`config.mk`:
```
export PLATFORM = sky130hd
export DESIGN_NAME = scc_fetch_queue
export DESIGN_NICKNAME = d
export VERILOG_FILES = /design/src/rtl/scc_fetch_queue.sv
export SDC_FILE = /design/constraint.sdc
export NUM_CORES = 1
export LEC_CHECK = 0
export ABC_AREA = 1
export CELL_PAD_IN_SITES_DETAIL_PLACEMENT = 1
export CELL_PAD_IN_SITES_GLOBAL_PLACEMENT = 2
export CORE_ASPECT_RATIO = 0.5
export CORE_MARGIN = 2
export CORE_UTILIZATION = 36
export CTS_CLUSTER_SIZE = 40
export DETAILED_ROUTE_END_ITERATION = 8
export GPL_TIMING_DRIVEN = 0
export HOLD_SLACK_MARGIN = 0.05
export PLACE_DENSITY = 0.86
export SYNTH_ARGS = -nofsm -noshare
export SYNTH_HDL_FRONTEND = slang
export SYNTH_SLANG_ARGS = --single-unit
```
`constraint.sdc`:
```
create_clock -name clk -period 6 [get_ports clk]
set_input_delay 1.2 -clock clk [delete_from_list [all_inputs] [get_ports clk]]
set_output_delay 1.2 -clock clk [all_outputs]
set_load 0.05 [all_outputs]
```
`src/rtl/scc_fetch_queue.sv`:
```
`default_nettype none
// ============================================================================
// Module      : scc_fetch_queue
// Description : Sequential instruction fetch into a DEPTH-entry {instr, pc}
//               FIFO, with branch redirect/flush and halt.
// Revision    : 1.0 - initial release
// ============================================================================
module scc_fetch_queue #(
    parameter int                ADDR_W   = 32,
    parameter int                INSTR_W  = 32,
    parameter int                DEPTH    = 4,
    parameter logic [ADDR_W-1:0] RESET_PC = '0,
    parameter int                PC_STEP  = 1
) (
    input  logic                         clk,
    input  logic                         reset_s,
    input  logic                         halt,
    input  logic                         redirect,
    input  logic [ADDR_W-1:0]            redirect_pc,
    output logic                         mem_en,
    output logic [ADDR_W-1:0]            mem_addr,
    input  logic [INSTR_W-1:0]           mem_data,
    output logic                         instr_valid,
    output logic [INSTR_W-1:0]           instr_out,
    output logic [ADDR_W-1:0]            instr_pc,
    input  logic                         instr_ready,
    output logic [$clog2(DEPTH+1)-1:0]   level
);

    localparam int                  c_ptr_w   = $clog2(DEPTH);
    localparam int                  c_cnt_w   = $clog2(DEPTH+1);
    localparam logic [ADDR_W-1:0]   c_pc_step = ADDR_W'(PC_STEP);
    localparam logic [c_cnt_w:0]    c_depth   = (c_cnt_w+1)'(DEPTH);

    logic [ADDR_W-1:0]  r_fetch_pc;
    logic [ADDR_W-1:0]  r_inflight_pc;
    logic               r_inflight;
    logic [c_ptr_w-1:0] r_rd_ptr;
    logic [c_ptr_w-1:0] r_wr_ptr;
    logic [c_cnt_w-1:0] r_count;
    logic [INSTR_W-1:0] r_instr_mem [DEPTH];
    logic [ADDR_W-1:0]  r_pc_mem    [DEPTH];

    logic               w_valid;
    logic               w_pop;
    logic               w_push;
    logic               w_issue;
    logic [c_cnt_w:0]   w_occupancy;

    assign w_valid = ~reset_s & (r_count != '0);
    assign w_pop   = w_valid & instr_ready;
    assign w_push  = ~reset_s & ~redirect & r_inflight;

    // Entries held plus the response still in flight, minus this cycle's pop:
    // issuing only below DEPTH guarantees every response has a free slot.
    assign w_occupancy = {1'b0, r_count}
                       + {{c_cnt_w{1'b0}}, r_inflight}
                       - {{c_cnt_w{1'b0}}, w_pop};
    assign w_issue     = ~reset_s & ~halt & ~redirect & (w_occupancy < c_depth);

    assign mem_en      = w_issue;
    assign mem_addr    = r_fetch_pc;
    assign instr_valid = w_valid;
    assign instr_out   = r_instr_mem[r_rd_ptr];
    assign instr_pc    = r_pc_mem[r_rd_ptr];
    assign level       = reset_s ? '0 : r_count;

    always_ff @(posedge clk) begin
        if (reset_s) begin
            r_fetch_pc    <= RESET_PC;
            r_inflight    <= 1'b0;
            r_inflight_pc <= RESET_PC;
            r_rd_ptr      <= '0;
            r_wr_ptr      <= '0;
            r_count       <= '0;
        end else if (redirect) begin
            r_fetch_pc <= redirect_pc;
            r_inflight <= 1'b0;
            r_rd_ptr   <= '0;
            r_wr_ptr   <= '0;
            r_count    <= '0;
        end else begin
            if (w_issue) begin
                r_fetch_pc    <= r_fetch_pc + c_pc_step;
                r_inflight    <= 1'b1;
                r_inflight_pc <= r_fetch_pc;
            end else begin
                r_inflight    <= 1'b0;
            end
            if (w_push) begin
                r_wr_ptr <= r_wr_ptr + c_ptr_w'(1);
            end
            if (w_pop) begin
                r_rd_ptr <= r_rd_ptr + c_ptr_w'(1);
            end
            if (w_push && !w_pop) begin
                r_count <= r_count + c_cnt_w'(1);
            end else if (!w_push && w_pop) begin
                r_count <= r_count - c_cnt_w'(1);
            end
        end
    end

    // Storage carries no reset; validity is tracked by r_count alone.
    always_ff @(posedge clk) begin
        if (w_push) begin
            r_instr_mem[r_wr_ptr] <= mem_data;
            r_pc_mem[r_wr_ptr]    <= r_inflight_pc;
        end
    end

endmodule
`default_nettype wire

```
==> metrics.txt <==
Synth Instances roughly 1,300; Netlist cell types 34; worst-case clock buffer depth 3; first-pass GRT wire length 62.3 mm; worst hold path type flop to flop; H-Tree Depth 1; # IOs 170; Post-route DRC 0; Root Buffer clkbuf_16; register area share after synthesis ~68%; Post-CTS Hold Fix Bufs 0; largest net degree at the start of global routing 28; Final Setup Violations 0; biggest cell delay along the critical path approximately 850 ps; Max Cap Viol 0; Layout Area Growth over Synthesis 26.4%; GRT Util Overall around a fifth; initial antenna violation count 0; fin. max-slew vios 0; CP required roughly 4800 ps; Pre-antenna DRT Iters 5; Final Cycle Share 89.2%; Synthesized Nets around 1,300; RR Endpoint mem_addr[15]; Num CTS Buffers 31; final worst slack ~650 ps; # rows slightly below 50; R2R Setup Slk 3100 ps; Ys Warns 0; placed insts between 1,500 and 2,000; critical path arrival 4150 ps; pre-CTS setup slack 654 ps; input/output buffers between 150 and 200; critical path's slowest cell clkdlybuf4s50_1; Power Dens Cells about 280 mW/mm²; final wirelength around 41 mm; crit-path cells clkdlybuf4s50_1 > nand2_1 > inv_1 > ha_1 > inv_1 > ha_1 > inv_1 > nor2_1 > nand2_1 > nand3_1 > nand2_1 > nor2_4 > buf_6 > buf_2 > clkdlybuf4s50_1; Routability Congestion 0.862; crit path to mem_en; vias in the first global route 10,663; switching part of the total between 20% and 30%; Final Skew 9.88 ps; Worst Setup SP instr_ready; final hold vios 0; antenna cells 0; worst vdd ir between 150 and 200 µV; CP Max Fanout 10; status complete, no violations; clock latency on the worst-skew pair slightly below 600 ps; initial core utilization between 30% and 40%; CP startpoint kind primary input; register bit count reported by yosys 330; post-DP HPWL approximately 28 mm; clock group share of total power between 40 and 50%; Avg WL per Cell between 20 and 25 µm; setup tns final 0 ps; most frequent cells in the layout edfxtp_1, nor2_1, nand2_1; Power Total 4.80 mW; nets ~1,500; Crit path max-delay family buffers and inverters; DR vias around 10,000; Critical Path Stages 15; switching power between 1 and 1.5 mW; crit path kind primary input to output port; Worst setup EP type output port; fin cells 1,973; P_int 3.68 mW; measured slew at the worst slew-check pin about 850 ps; worst r2r src r_count[1]; Hold Slack about 520 ps; CTS tree yes; Reg power frac 52.9%; global route total overflow 0; Die Ht ~140 µm; Slew HR between 40 and 50%; Mapped Area 0.0134 mm²; reg2reg path depth 19; DRT iter0 DRCs ~660; Detail Route Antenna Nets 0; Core ar. about 0.036 mm²; fmax 0.187 GHz; Bufs and invs on worst path 7; clk slew on worst S/H paths approximately 60 ps; Leak between 5 and 6 nW; clk sink count between 300 and 400; Logic pwr share under 10%; commonest non-fill, non-tap cell in the layout edfxtp_1; chip width 277 µm; full die area 0.0390 mm²; syn avg cell area about 11 µm²; RSZ-0062 raised after global routing false; ratio of cells with drive above 1 in the final layout between 6 and 7%; via/cell ratio 5.15; minimum clock period after layout around 5400 ps; cts repair resizes 0; Post-CTS Setup Bufs 0
==> power groups by stage <==
| stage | Clock, mW | Sequential (mW) | Combinational [mW] |
|---|---|---|---|
| 2_1_floorplan | 0 | 2.61 | 0.116 |
| 3_3_place_gp | 0 | 2.59 | 0.281 |
| 3_5_place_dp | 0 | 2.59 | 0.291 |
| 4_1_cts | 2.00 | 2.54 | 0.293 |
| 5_1_grt | 2.08 | 2.54 | 0.313 |
| 6_report | 1.97 | 2.54 | 0.291 |
==> synth_stat cells, drive strengths merged <==
library cell / instances / area, µm²
a21oi: 42 / 210
o21bai: 4 / 30.0
and2: 3 / 18.8
nor2: 221 / 850
nand3b: 1 / 7.51
nand3: 66 / 335
dfxtp: 74 / 1480
fa: 1 / 20.0
o21ai: 169 / 846
a21boi: 6 / 45.0
a211oi: 2 / 15.0
edfxtp: 256 / 7690
ha: 10 / 125
clkbuf: 46 / 175
o21a: 1 / 7.51
buf: 20 / 119
xor2: 3 / 26.3
o22ai: 64 / 400
a31oi: 1 / 6.26
xnor2: 5 / 43.8
clkinv: 1 / 3.75
inv: 69 / 264
nand4: 1 / 6.26
nand2: 188 / 718
==> cells by family (layout without fill, tap and decap cells) <==
kind of cell | after synthesis | in the layout | share of synthesized area, %
xor+xnor | 8 | 8 | 0.521
fa+ha+maj | 11 | 11 | 1.08
simple gates | 480 | 480 | 14.4
flops | 330 | 330 | 68.2
compound gates | 289 | 289 | 11.6
buf+inv | 136 | 371 | 4.18
==> state kept, by name, indices dropped and copies added, names as in the netlist, named ones only <==
name / cells
r_inflight_pc: 32
r_wr_ptr: 2
r_pc_mem: 128
r_rd_ptr: 2
mem_addr: 32
r_inflight: 1
r_instr_mem: 128
r_count: 3
==> worst reg2reg max path, stage by stage, from the launching register on <==
cell and delay [ps]:
dfxtp_1 390, inv_1 140, a31oi_1 240, nand2_1 150, inv_1 110, ha_1 150, inv_1 40, ha_1 280
inv_1 40, nor2_1 80, nand2_1 80, nand2_1 60, nand2_1 40, nand2_1 140, inv_1 70, nand2_2 190
nand2_1 180, buf_4 220, nand2_1 80, a21oi_1 70
==> final cells by class <==
class | instances | area [µm²]
sequential | 330 | 9170
multi-input combinational | 788 | 3740
inverter | 70 | 268
fill | 3932 | 19400
clock inverter | 16 | 130
timing repair buffer | 177 | 1900
buffer | 66 | 294
tap | 484 | 606
clock buffer | 42 | 877
==> stage by stage <==
step           utilization [%]  instance area [µm²]
2_1_floorplan                -                13400
3_3_place_gp              43.2                15700
3_5_place_dp              44.0                16000
4_1_cts                   46.7                17000
5_1_grt                   46.7                17000
6_report                  46.7                17000
==> metal layers <==
layer  share of wire, %  up-vias  track usage [%]
met1                 44     5126             26.6
met3                3.4       52             2.44
met4                2.0        0             4.49
met2                 51      188             37.0
li1                   -     4796                -
met5                  0        -                0
==> worst min-delay path by stage <==
stage | start | endpoint | slack (ps) | cells past startpoint
final | r_inflight_pc[17] | r_pc_mem[3][17] | 520 | 0
after global routing | r_inflight_pc[17] | r_pc_mem[1][17] | 530 | 0
after CTS | r_inflight_pc[17] | r_pc_mem[3][17] | 510 | 0
after detailed placement | r_inflight_pc[17] | r_pc_mem[1][17] | 500 | 0
after global placement | r_inflight_pc[17] | r_pc_mem[0][17] | 470 | 0
after floorplan | r_inflight_pc[10] | r_pc_mem[0][10] | 450 | 0
(Power assumes the default switching activity.)
